$ cat src/rtl/fpu_sp.sv
// rtl/fpu_sp.sv - single-precision IEEE-754 add/sub/mul/div unit with launch/complete handshake
//
// Ports:
//   clk    in   1  clock, rising edge
//   rst    in   1  asynchronous active-high reset
//   cmd    in   4  1=ADD 2=SUB 3=MUL 4=DIV, others return NaN
//   din1   in  32  operand A
//   din2   in  32  operand B
//   dval   in   1  launch strobe, accepted only when idle
//   result out 32  registered result, held until the next completion
//   rdy    out  1  one-cycle completion pulse
//
// Build option: FPU_SP_DIV_EN builds the 26-step restoring divider (DIV latency 28);
// without it DIV completes in 3 cycles with the canonical NaN.

module fpu_sp (
    input  logic        clk,
    input  logic        rst,
    input  logic [3:0]  cmd,
    input  logic [31:0] din1,
    input  logic [31:0] din2,
    input  logic        dval,
    output logic [31:0] result,
    output logic        rdy
);

    localparam logic [3:0]  OP_ADD = 4'd1;
    localparam logic [3:0]  OP_SUB = 4'd2;
    localparam logic [3:0]  OP_MUL = 4'd3;
    localparam logic [3:0]  OP_DIV = 4'd4;
    localparam logic [31:0] QNAN   = 32'h7FC00000;

    typedef enum logic [1:0] {IDLE, CALC, DONE} state_t;

    state_t      state_q, state_d;
    logic [3:0]  op_q;
    logic [31:0] a_q, b_q;
    logic [4:0]  cnt_q;
    logic [31:0] result_q;
    logic        calc_done;
    logic [31:0] calc_res;

    // Index-of-first-one from the top; 32 when x is zero.
    function automatic logic [5:0] clz32(input logic [31:0] x);
        clz32 = 6'd32;
        for (int i = 0; i < 32; i++) begin
            if (x[i]) clz32 = 6'(31 - i);
        end
    endfunction

    // Right shifts that fold every shifted-out bit into bit 0 (sticky).
    function automatic logic [26:0] shr27(input logic [26:0] x, input logic [9:0] sh);
        logic [26:0] r;
        logic [26:0] lost;
        if (sh >= 10'd27) return {26'b0, |x};
        r    = x >> sh;
        lost = x & ~(27'h7FFFFFF << sh);
        return {r[26:1], r[0] | (|lost)};
    endfunction

    function automatic logic [25:0] shr26(input logic [25:0] x, input logic [9:0] sh);
        logic [25:0] r;
        logic [25:0] lost;
        if (sh >= 10'd26) return {25'b0, |x};
        r    = x >> sh;
        lost = x & ~(26'h3FFFFFF << sh);
        return {r[25:1], r[0] | (|lost)};
    endfunction

    // Operand -> {signed biased exponent, 24-bit mantissa with the leading one at bit 23}.
    // Denormals are normalised here, so their exponent may drop below 1.
    function automatic logic [33:0] unpack(input logic [31:0] x);
        logic [23:0]       m0;
        logic [5:0]        lz;
        logic signed [9:0] e;
        m0 = {|x[30:23], x[22:0]};
        lz = clz32({8'b0, m0}) - 6'd8;
        e  = (x[30:23] == 8'd0) ? 10'sd1 : $signed({2'b0, x[30:23]});
        e  = e - $signed({4'b0, lz});
        return {e, m0 << lz};
    endfunction

    // m: [25] leading one, [24:2] fraction, [1] guard, [0] sticky; e: biased exponent of m[25].
    // Exponents below 1 are denormalised first. The leading bit is added into the exponent
    // field, so a rounding carry rolls naturally into the next binade or into Inf.
    function automatic logic [31:0] round_pack(input logic sign, input logic signed [9:0] e,
                                               input logic [25:0] m);
        logic [25:0] mm;
        logic [7:0]  ef;
        logic        inc;
        logic [30:0] body;
        if (e >= 10'sd255) return {sign, 8'hFF, 23'h0};
        if (e < 10'sd1) begin
            mm = shr26(m, $unsigned(10'sd1 - e));
            ef = 8'd0;
        end else begin
            mm = m;
            ef = 8'(e - 10'sd1);
        end
        inc  = mm[1] & (mm[0] | mm[2]);
        body = {ef, 23'b0} + {7'b0, mm[25:2]} + {30'b0, inc};
        return {sign, body};
    endfunction

    // Operand decode
    logic              sa, sb;
    logic signed [9:0] ea, eb;
    logic [23:0]       ma, mb;
    logic              a_nan, a_inf, a_zero, b_nan, b_inf, b_zero;

    always_comb begin
        sa     = a_q[31];
        sb     = b_q[31];
        {ea, ma} = unpack(a_q);
        {eb, mb} = unpack(b_q);
        a_nan  = (&a_q[30:23]) & (|a_q[22:0]);
        a_inf  = (&a_q[30:23]) & ~(|a_q[22:0]);
        a_zero = ~(|a_q[30:0]);
        b_nan  = (&b_q[30:23]) & (|b_q[22:0]);
        b_inf  = (&b_q[30:23]) & ~(|b_q[22:0]);
        b_zero = ~(|b_q[30:0]);
    end

    // ADD / SUB
    logic              sb_eff, sx, sy;
    logic signed [9:0] ex, ey, add_e;
    logic [23:0]       mx_m, my_m;
    logic [26:0]       my, n;
    logic [27:0]       s;
    logic [5:0]        z;
    logic [31:0]       add_res;

    always_comb begin
        sb_eff = sb ^ (op_q == OP_SUB);
        // Larger magnitude goes to x so the aligned difference is never negative.
        if ((ea > eb) || ((ea == eb) && (ma >= mb))) begin
            {sx, ex, mx_m} = {sa, ea, ma};
            {sy, ey, my_m} = {sb_eff, eb, mb};
        end else begin
            {sx, ex, mx_m} = {sb_eff, eb, mb};
            {sy, ey, my_m} = {sa, ea, ma};
        end
        my = shr27({my_m, 3'b0}, $unsigned(ex - ey));
        s  = (sx == sy) ? {1'b0, mx_m, 3'b0} + {1'b0, my}
                        : {1'b0, mx_m, 3'b0} - {1'b0, my};
        z  = clz32({4'b0, s}) - 6'd4;
        if (z == 6'd0) begin
            n     = {s[27:2], s[1] | s[0]};
            add_e = ex + 10'sd1;
        end else begin
            n     = s[26:0] << (z - 6'd1);
            add_e = ex - $signed({4'b0, z}) + 10'sd1;
        end

        if (a_nan || b_nan)
            add_res = QNAN;
        else if (a_inf && b_inf && (sa != sb_eff))
            add_res = QNAN;
        else if (a_inf)
            add_res = {sa, 8'hFF, 23'h0};
        else if (b_inf)
            add_res = {sb_eff, 8'hFF, 23'h0};
        else if (a_zero && b_zero)
            add_res = {sa & sb_eff, 31'h0};
        else if (s == 28'd0)
            add_res = 32'h0;          // exact cancellation is +0
        else
            add_res = round_pack(sx, add_e, {n[26:2], |n[1:0]});
    end

    // MUL
    logic [47:0]       p;
    logic signed [9:0] mul_e;
    logic [25:0]       mul_m;
    logic              sxor;
    logic [31:0]       mul_res;

    always_comb begin
        sxor  = sa ^ sb;
        p     = {24'b0, ma} * {24'b0, mb};
        mul_e = ea + eb - 10'sd127 + (p[47] ? 10'sd1 : 10'sd0);
        mul_m = p[47] ? {p[47:23], |p[22:0]} : {p[46:22], |p[21:0]};
        if (a_nan || b_nan || (a_inf && b_zero) || (b_inf && a_zero))
            mul_res = QNAN;
        else if (a_inf || b_inf)
            mul_res = {sxor, 8'hFF, 23'h0};
        else if (a_zero || b_zero)
            mul_res = {sxor, 31'h0};
        else
            mul_res = round_pack(sxor, mul_e, mul_m);
    end

    // DIV
    logic [31:0] div_res;
    logic        is_div;

`ifdef FPU_SP_DIV_EN
    logic [25:0]       rem_q, q_q;
    logic signed [9:0] div_e;
    logic [25:0]       div_m;
    logic              rem_nz;

    always_comb begin
        is_div = (op_q == OP_DIV);
        rem_nz = |rem_q;
        // Quotient lies in (0.5, 2): q_q[25] set means the integer bit is one.
        div_m  = q_q[25] ? {q_q[25:1], q_q[0] | rem_nz} : {q_q[24:0], rem_nz};
        div_e  = ea - eb + (q_q[25] ? 10'sd127 : 10'sd126);
        if (a_nan || b_nan || (a_zero && b_zero) || (a_inf && b_inf))
            div_res = QNAN;
        else if (b_zero || a_inf)
            div_res = {sxor, 8'hFF, 23'h0};
        else if (a_zero || b_inf)
            div_res = {sxor, 31'h0};
        else
            div_res = round_pack(sxor, div_e, div_m);
    end

    // Step 0 loads the dividend, steps 1..26 each produce one quotient bit.
    always_ff @(posedge clk or posedge rst) begin
        if (rst) begin
            rem_q <= 26'd0;
            q_q   <= 26'd0;
        end else if (state_q == CALC) begin
            if (cnt_q == 5'd0) begin
                rem_q <= {2'b0, ma};
                q_q   <= 26'd0;
            end else if (cnt_q <= 5'd26) begin
                if (rem_q >= {2'b0, mb}) begin
                    rem_q <= (rem_q - {2'b0, mb}) << 1;
                    q_q   <= {q_q[24:0], 1'b1};
                end else begin
                    rem_q <= rem_q << 1;
                    q_q   <= {q_q[24:0], 1'b0};
                end
            end
        end
    end
`else
    always_comb begin
        is_div  = 1'b0;
        div_res = QNAN;
    end
`endif

    always_comb begin
        case (op_q)
            OP_ADD, OP_SUB: calc_res = add_res;
            OP_MUL:         calc_res = mul_res;
            OP_DIV:         calc_res = div_res;
            default:        calc_res = QNAN;
        endcase
    end

    // cnt_q counts CALC cycles; completion edge gives 3 or 28 cycles from launch.
    assign calc_done = is_div ? (cnt_q == 5'd27) : (cnt_q == 5'd2);

    // FSM: state register
    always_ff @(posedge clk or posedge rst) begin
        if (rst) state_q <= IDLE;
        else     state_q <= state_d;
    end

    // FSM: next state
    always_comb begin
        state_d = state_q;
        case (state_q)
            IDLE:    if (dval) state_d = CALC;
            CALC:    if (calc_done) state_d = DONE;
            DONE:    state_d = IDLE;
            default: state_d = IDLE;
        endcase
    end

    // FSM: outputs
    always_comb begin
        rdy    = (state_q == DONE);
        result = result_q;
    end

    // Operand capture, cycle counter and result register
    always_ff @(posedge clk or posedge rst) begin
        if (rst) begin
            op_q     <= 4'd0;
            a_q      <= 32'd0;
            b_q      <= 32'd0;
            cnt_q    <= 5'd0;
            result_q <= 32'd0;
        end else begin
            case (state_q)
                IDLE: begin
                    if (dval) begin
                        op_q  <= cmd;
                        a_q   <= din1;
                        b_q   <= din2;
                        cnt_q <= 5'd0;
                    end
                end
                CALC: begin
                    cnt_q <= cnt_q + 5'd1;
                    if (calc_done) result_q <= calc_res;
                end
                default: ;
            endcase
        end
    end

endmodule

$ cat config.mk
export PLATFORM = sky130hd
export DESIGN_NAME = fpu_sp
export DESIGN_NICKNAME = d
export VERILOG_FILES = /design/src/rtl/fpu_sp.sv
export SDC_FILE = /design/constraint.sdc
export NUM_CORES = 2
export LEC_CHECK = 0
export ABC_CLOCK_PERIOD_IN_PS = 28200
export BUFFER_PORTS_ARGS = -buffer_cell sky130_fd_sc_hd__buf_4
export CORE_UTILIZATION = 40
export CTS_BUF_LIST = sky130_fd_sc_hd__clkbuf_4 sky130_fd_sc_hd__clkbuf_8
export CTS_CLUSTER_SIZE = 24
export DETAILED_ROUTE_END_ITERATION = 10
export PLACE_DENSITY = 0.56
export SYNTH_ARGS = -nofsm -noshare
export SYNTH_HDL_FRONTEND = slang
export SYNTH_SLANG_ARGS = --single-unit
$ cat constraint.sdc
create_clock -name clk -period 28.2 [get_ports clk]
set_input_delay 2.82 -clock clk [delete_from_list [all_inputs] [get_ports clk]]
set_output_delay 2.82 -clock clk [all_outputs]
set_load 0.02 [all_outputs]
# Word-level counts from Yosys, hierarchy flattened
# Cells that the tools add are included.
# op_classes
n_eq_ne	11
mul	1
n_addsub	24
reduce_logical	40
order_cmp	9
n_shift	9
bitwise_logic	25
n_mux	167
n_div	0
# ops
cell	count
26-bit 2-to-1 mux	18
6-bit 2-to-1 mux	76
32-bit 2-to-1 mux	13
8-bit 2-to-1 mux	15
27-bit 2-to-1 mux	3
26-bit OR reduction	3
23-bit OR reduction	3
32-bit case mux with 2 select lines	1
31-bit by 1-bit adder with 31-bit output	2
31-bit by 24-bit adder with 31-bit output	2
31-bit OR reduction	2
27-bit OR reduction	2
26-bit AND	2
26-bit NOT	2
26-bit by 10-bit << shifter with 26-bit output, first input constant	2
26-bit by 10-bit >> shifter with 26-bit output	2
24-bit by 24-bit multiplier with 48-bit output	1
24-bit 2-to-1 mux	2
24-bit by 6-bit << shifter with 24-bit output	2
10-bit by 5-bit greater-or-equal comparator with 1-bit output, second input constant	3
1-bit 2-to-1 mux	30
10-bit 2-to-1 mux	3
27-bit by 27-bit adder with 28-bit output	1
28-bit logical NOT	1
53 further kinds	95
# word_totals
ram_bits	0
mem_count	0
regBits	107
out_inout_bits	33
word_cells	292
latchBits	0
mem_bits_ro	0
inputBits	71

# Depth between registers and ports, before layout
# logic_depth
depth_word	106
depth_mapped	105
ltp_nobuf	97

# Worst setup path after synthesis
# OpenSTA, ideal clock, no wires.
# synth_path
kind	register to register
startpoint	register a_q[24]
endpoint	register result_q[26], in the netlist result[26]
arrival_time_ns	19.021
synth_period_minus_slack_ns	19.146
n_path_buf	9
required_time_ns	28.075
path_stages_with_launch	102
slack_ns	9.054
setup_time_ns	0.125
cell_sequence	dfrtp_1 -> or4_1 -> buf_2 -> nor3_2 -> nand3_1 -> inv_1 -> clkbuf_1 -> buf_1 -> ha_1 -> inv_1 -> a311oi_1 -> o21ai_0 -> a311oi_1 -> nor2_1 -> buf_2 -> clkinv_1 -> buf_1 -> ha_1 -> [... 66 more ...] -> a21oi_1 -> clkbuf_1 -> clkbuf_1 -> nor2_1 -> o31ai_1 -> nor2_1 -> o311ai_1 -> a311oi_2 -> nor2_1 -> nor2b_1 -> ha_1 -> inv_1 -> a2111oi_1 -> nand4_1 -> or3_4 -> or2_1 -> a311oi_1 -> nor2_1
# synth_between
elab_chain_cells	80
word_cells_on_any_way	197
classes_between	add/sub: 21; mul: 1; order compare: 9; eq/ne: 2; shift: 8; mux: 112; bitwise: 17; reduce/logical: 27
# synth_rtl
item	line	source
start, declared	37	logic [31:0] a_q, b_q;
start signal, assigned	294	a_q <= din1;
branches (longest 79 deep; another with 24-bit greater-or-equal comparator)	n/a	
32-bit case mux with 2 select lines (*)	247	case (op_q)
end signal, assigned	301	if (calc_done) result_q <= calc_res;
end, declared	39	logic [31:0] result_q;
# Every way passes the cells marked *. The select of a mux whose other input is x is not followed.
# A chain may end at the register's enable or synchronous reset.

# Worst setup path after layout
# layout_path
startpoint	register a_q[5]
endpoint	register result_q[26], in the netlist result[26]
# layout_between
elab_chain_cells	97
word_cells_on_any_way	213
classes_between	add/sub: 21; mul: 1; order compare: 9; eq/ne: 2; shift: 8; mux: 129; bitwise: 18; reduce/logical: 25
# layout_rtl
item	line
branches (longest 96 deep; another with 6-bit 2-to-1 mux)	n/a
32-bit case mux with 2 select lines (*)	247
# Marked as above.

==> impl_metrics.env <==
export IMPL_grt_ovfl_total=0
export IMPL_cts_max_level=3
export IMPL_r2r_end="result[26]$_DFFE_PP0P_"
export IMPL_ys_seq_area_share_pct=5.57
export IMPL_r2r_cells=86
export IMPL_grt_pass1_vias=50200
export IMPL_yosys_register_bits=107
export IMPL_grt_first_pass_wirelength_mm=333
export IMPL_period_needed_ps=24370
export IMPL_path_class="reg2reg"
export IMPL_drtPass1Iterations=9
export IMPL_route_detailed_drc=0
export IMPL_hold_path_class="reg2reg"
export IMPL_worst_slack_ps=3830
export IMPL_slowest_stage="inv_1"
export IMPL_ys_flop_type="dfrtp_1"
export IMPL_first_iter_violations=7054
export IMPL_regToRegSetupSlack_ps=3830
export IMPL_cts_root_buffer="clkbuf_8"
export IMPL_max_clock_path_buffers=2
export IMPL_worst_path_max_fanout=54
export IMPL_cp_end_kind="register"
export IMPL_synth_cell_types=124
export IMPL_hpwl_mm=175
export IMPL_tns_ps=0
export IMPL_vias_per_cell=6.42
export IMPL_setup_viol=0
export IMPL_finClkSkew_ps=33.0
export IMPL_cts_hold_buffers=0
export IMPL_synthCells=6654
export IMPL_final_hold_viol_count=0
export IMPL_grt_start_max_net_pins=91
export IMPL_track_usage_pct=35.9
export IMPL_cp_required_ps=28550
export IMPL_start_util_pct=40.5
export IMPL_max_cap_violations=0
export IMPL_slew_viol_final=0
export IMPL_numPortBuffers=103
export IMPL_clk_latency_ps=460
export IMPL_arrival_ps=24720
export IMPL_die_h_um=349
export IMPL_fill_cells=12600
export IMPL_regArea_um2=2680
export IMPL_avgSynthCellArea_um2=7.22
export IMPL_crit_start="a_q[5]$_DFFE_PP0P_"
export IMPL_fmax_ghz=0.0410
export IMPL_design_area_um2=50800
export IMPL_critPathCapture="result[26]$_DFFE_PP0P_"
export IMPL_antenna_found_initial=2
export IMPL_synth_edf_count=0
export IMPL_core_area_um2=119000
export IMPL_totalWireLength_mm=221
export IMPL_post_cts_setup_buffer_count=0
export IMPL_netlist_area_um2=48100
export IMPL_syn_to_final_growth_pct=5.64
export IMPL_ys_warn_count=0
export IMPL_fin_nets=7420
export IMPL_wl_per_cell_um=27.2
export IMPL_multiInputGateArea_um2=41300
export IMPL_async_flop_share_pct=100
export IMPL_drive_above_1_share_pct=7.33
export IMPL_startpoint_type="register"
export IMPL_cts_tree="yes"
export IMPL_status="finished clean"
export IMPL_dr_total_vias=52200
export IMPL_numCtsBuffers=9
export IMPL_clk_pin_slew_ps=130
export IMPL_max_stage_delay_ps=810
export IMPL_rows=126
export IMPL_fin_crit_sh_pct=86.4
export IMPL_worst_pin_slew_ps=1250
export IMPL_hold_ws_ps=489
export IMPL_reg2reg_from="a_q[5]$_DFFE_PP0P_"
export IMPL_place_area_um2=50600
export IMPL_post_cts_resized=0
export IMPL_slew_headroom_pct=15.6
export IMPL_die_w_um=349
export IMPL_dieArea_um2=122000
export IMPL_clock_sinks=107
export IMPL_io_pins=104
export IMPL_gp_congestion=0.998
export IMPL_rsz0062_at_grt="false"
export IMPL_cpMostUsedCell="nand2_1"
export IMPL_ant_nets=0
export IMPL_dp_slack_ps=4480
[how the worst min path moves through the flow]
| stage | from | to | slack [ps] | depth (start not counted) |
|---|---|---|---|---|
| final | op_q[3]$_DFFE_PP0P_ | op_q[3]$_DFFE_PP0P_ | 490 | 2 |
| after global routing | op_q[2]$_DFFE_PP0P_ | op_q[2]$_DFFE_PP0P_ | 500 | 2 |
| after CTS | op_q[3]$_DFFE_PP0P_ | op_q[3]$_DFFE_PP0P_ | 490 | 2 |
| after detailed placement | op_q[3]$_DFFE_PP0P_ | op_q[3]$_DFFE_PP0P_ | 460 | 2 |
| after global placement | op_q[3]$_DFFE_PP0P_ | op_q[3]$_DFFE_PP0P_ | 460 | 2 |
| after floorplan | op_q[3]$_DFFE_PP0P_ | op_q[3]$_DFFE_PP0P_ | 450 | 2 |
[Yosys cell counts, types with 64 or more instances]
cell	n	area, um2
a211oi_1	89	668
a21o_1	75	563
a21oi_1	332	1660
a31oi_1	70	438
and2_1	79	494
and3_1	64	400
clkbuf_1	324	1220
dfrtp_1	107	2680
fa_1	485	9710
ha_1	345	4320
inv_1	706	2650
mux2i_1	94	941
nand2_1	1055	3960
nand3_1	188	941
nor2_1	587	2200
nor3_1	156	781
o211ai_1	112	841
o21ai_0	307	1540
o22ai_1	67	419
xnor2_1	114	998
[layout make-up]
| class | instances | share of cell area [%] |
|---|---|---|
| timing repair buffer | 251 | 3.71 |
| clock buffer | 10 | 0.271 |
| inverter | 725 | 5.36 |
| multi-input combinational | 5425 | 81.3 |
| clock inverter | 6 | 0.0912 |
| antenna | 2 | 0.00986 |
| tap | 1600 | 3.94 |
| sequential | 107 | 5.27 |
[per-layer routing]
layer / track usage (%) / up-vias / wire length, um
met5: 0 / - / 0
met4: 10.9 / 0 / 7660
met3: 5.35 / 391 / 21500
met2: 52.9 / 2959 / 92500
met1: 53.2 / 25800 / 99400
li1: - / 23000 / -
[cell families (layout without fill, tap and decap cells)]
family          after synthesis  after routing  synth area share [%]
other cells                   1              5               0.00780
compound gates             1730           1730                  25.0
mux                         143            143                  3.66
xor+xnor                    165            165                  3.04
buf+inv                    1124            992                  8.93
simple gates               2551           2551                  24.6
fa+ha+maj                   833            833                  29.2
flops                       107            107                  5.57
[flip-flops by register name, indices dropped and copies added (netlist names)]
name	cells
a_q	32
b_q	32
cnt_q	5
op_q	4
result	32
state_q	2
[critical path: cells and delay by family, from the launching register on]
kind	cells	cell delay [ps]
adder cells (fa/ha/maj)	7	2460
flip-flops	1	540
AND/OR/NAND/NOR	28	6560
multiplexers	3	1220
AO/OA/AOI/OAI	35	9450
XOR/XNOR	1	170
buffers and inverters	12	3800
[per-stage QoR]
stage	util, %	std cells
after floorplan	-	6656
after global placement	42.7	8108
after global routing	42.8	8125
after CTS	42.8	8124
after detailed placement	42.7	8108
final	42.8	8126
[cell usage in the layout, fill, tap and decap left out, types with 29 or more instances in the layout]
cell,Yosys,layout
ha_1,345,344
o211ai_1,112,112
dfrtp_1,107,107
a22oi_1,47,47
o21bai_1,39,39
o21ai_0,307,307
nand3_1,188,188
xnor2_1,114,111
or3_1,45,45
o31ai_1,47,46
nor2b_1,52,52
nand2_1,1055,1053
fa_1,485,485
and2_1,79,78
a211o_1,30,30
nor3_1,156,152
nor2_1,587,579
a21o_1,75,75
nand2b_1,41,41
a21oi_1,332,328
mux2i_1,94,94
o21ai_1,35,35
inv_1,706,705
nand4_1,60,60
buf_4,5,251
a221oi_1,34,34
o22ai_1,67,66
a211oi_1,89,88
nor4_1,59,59
and3_1,64,64
o221ai_1,29,29
xor2_1,50,49
o21a_1,44,44
a31oi_1,70,70
or4_1,32,32
Power is left out: the tool's default activity adds up to more than one toggle a clock period on the data nets, which glitch-free logic cannot reach.
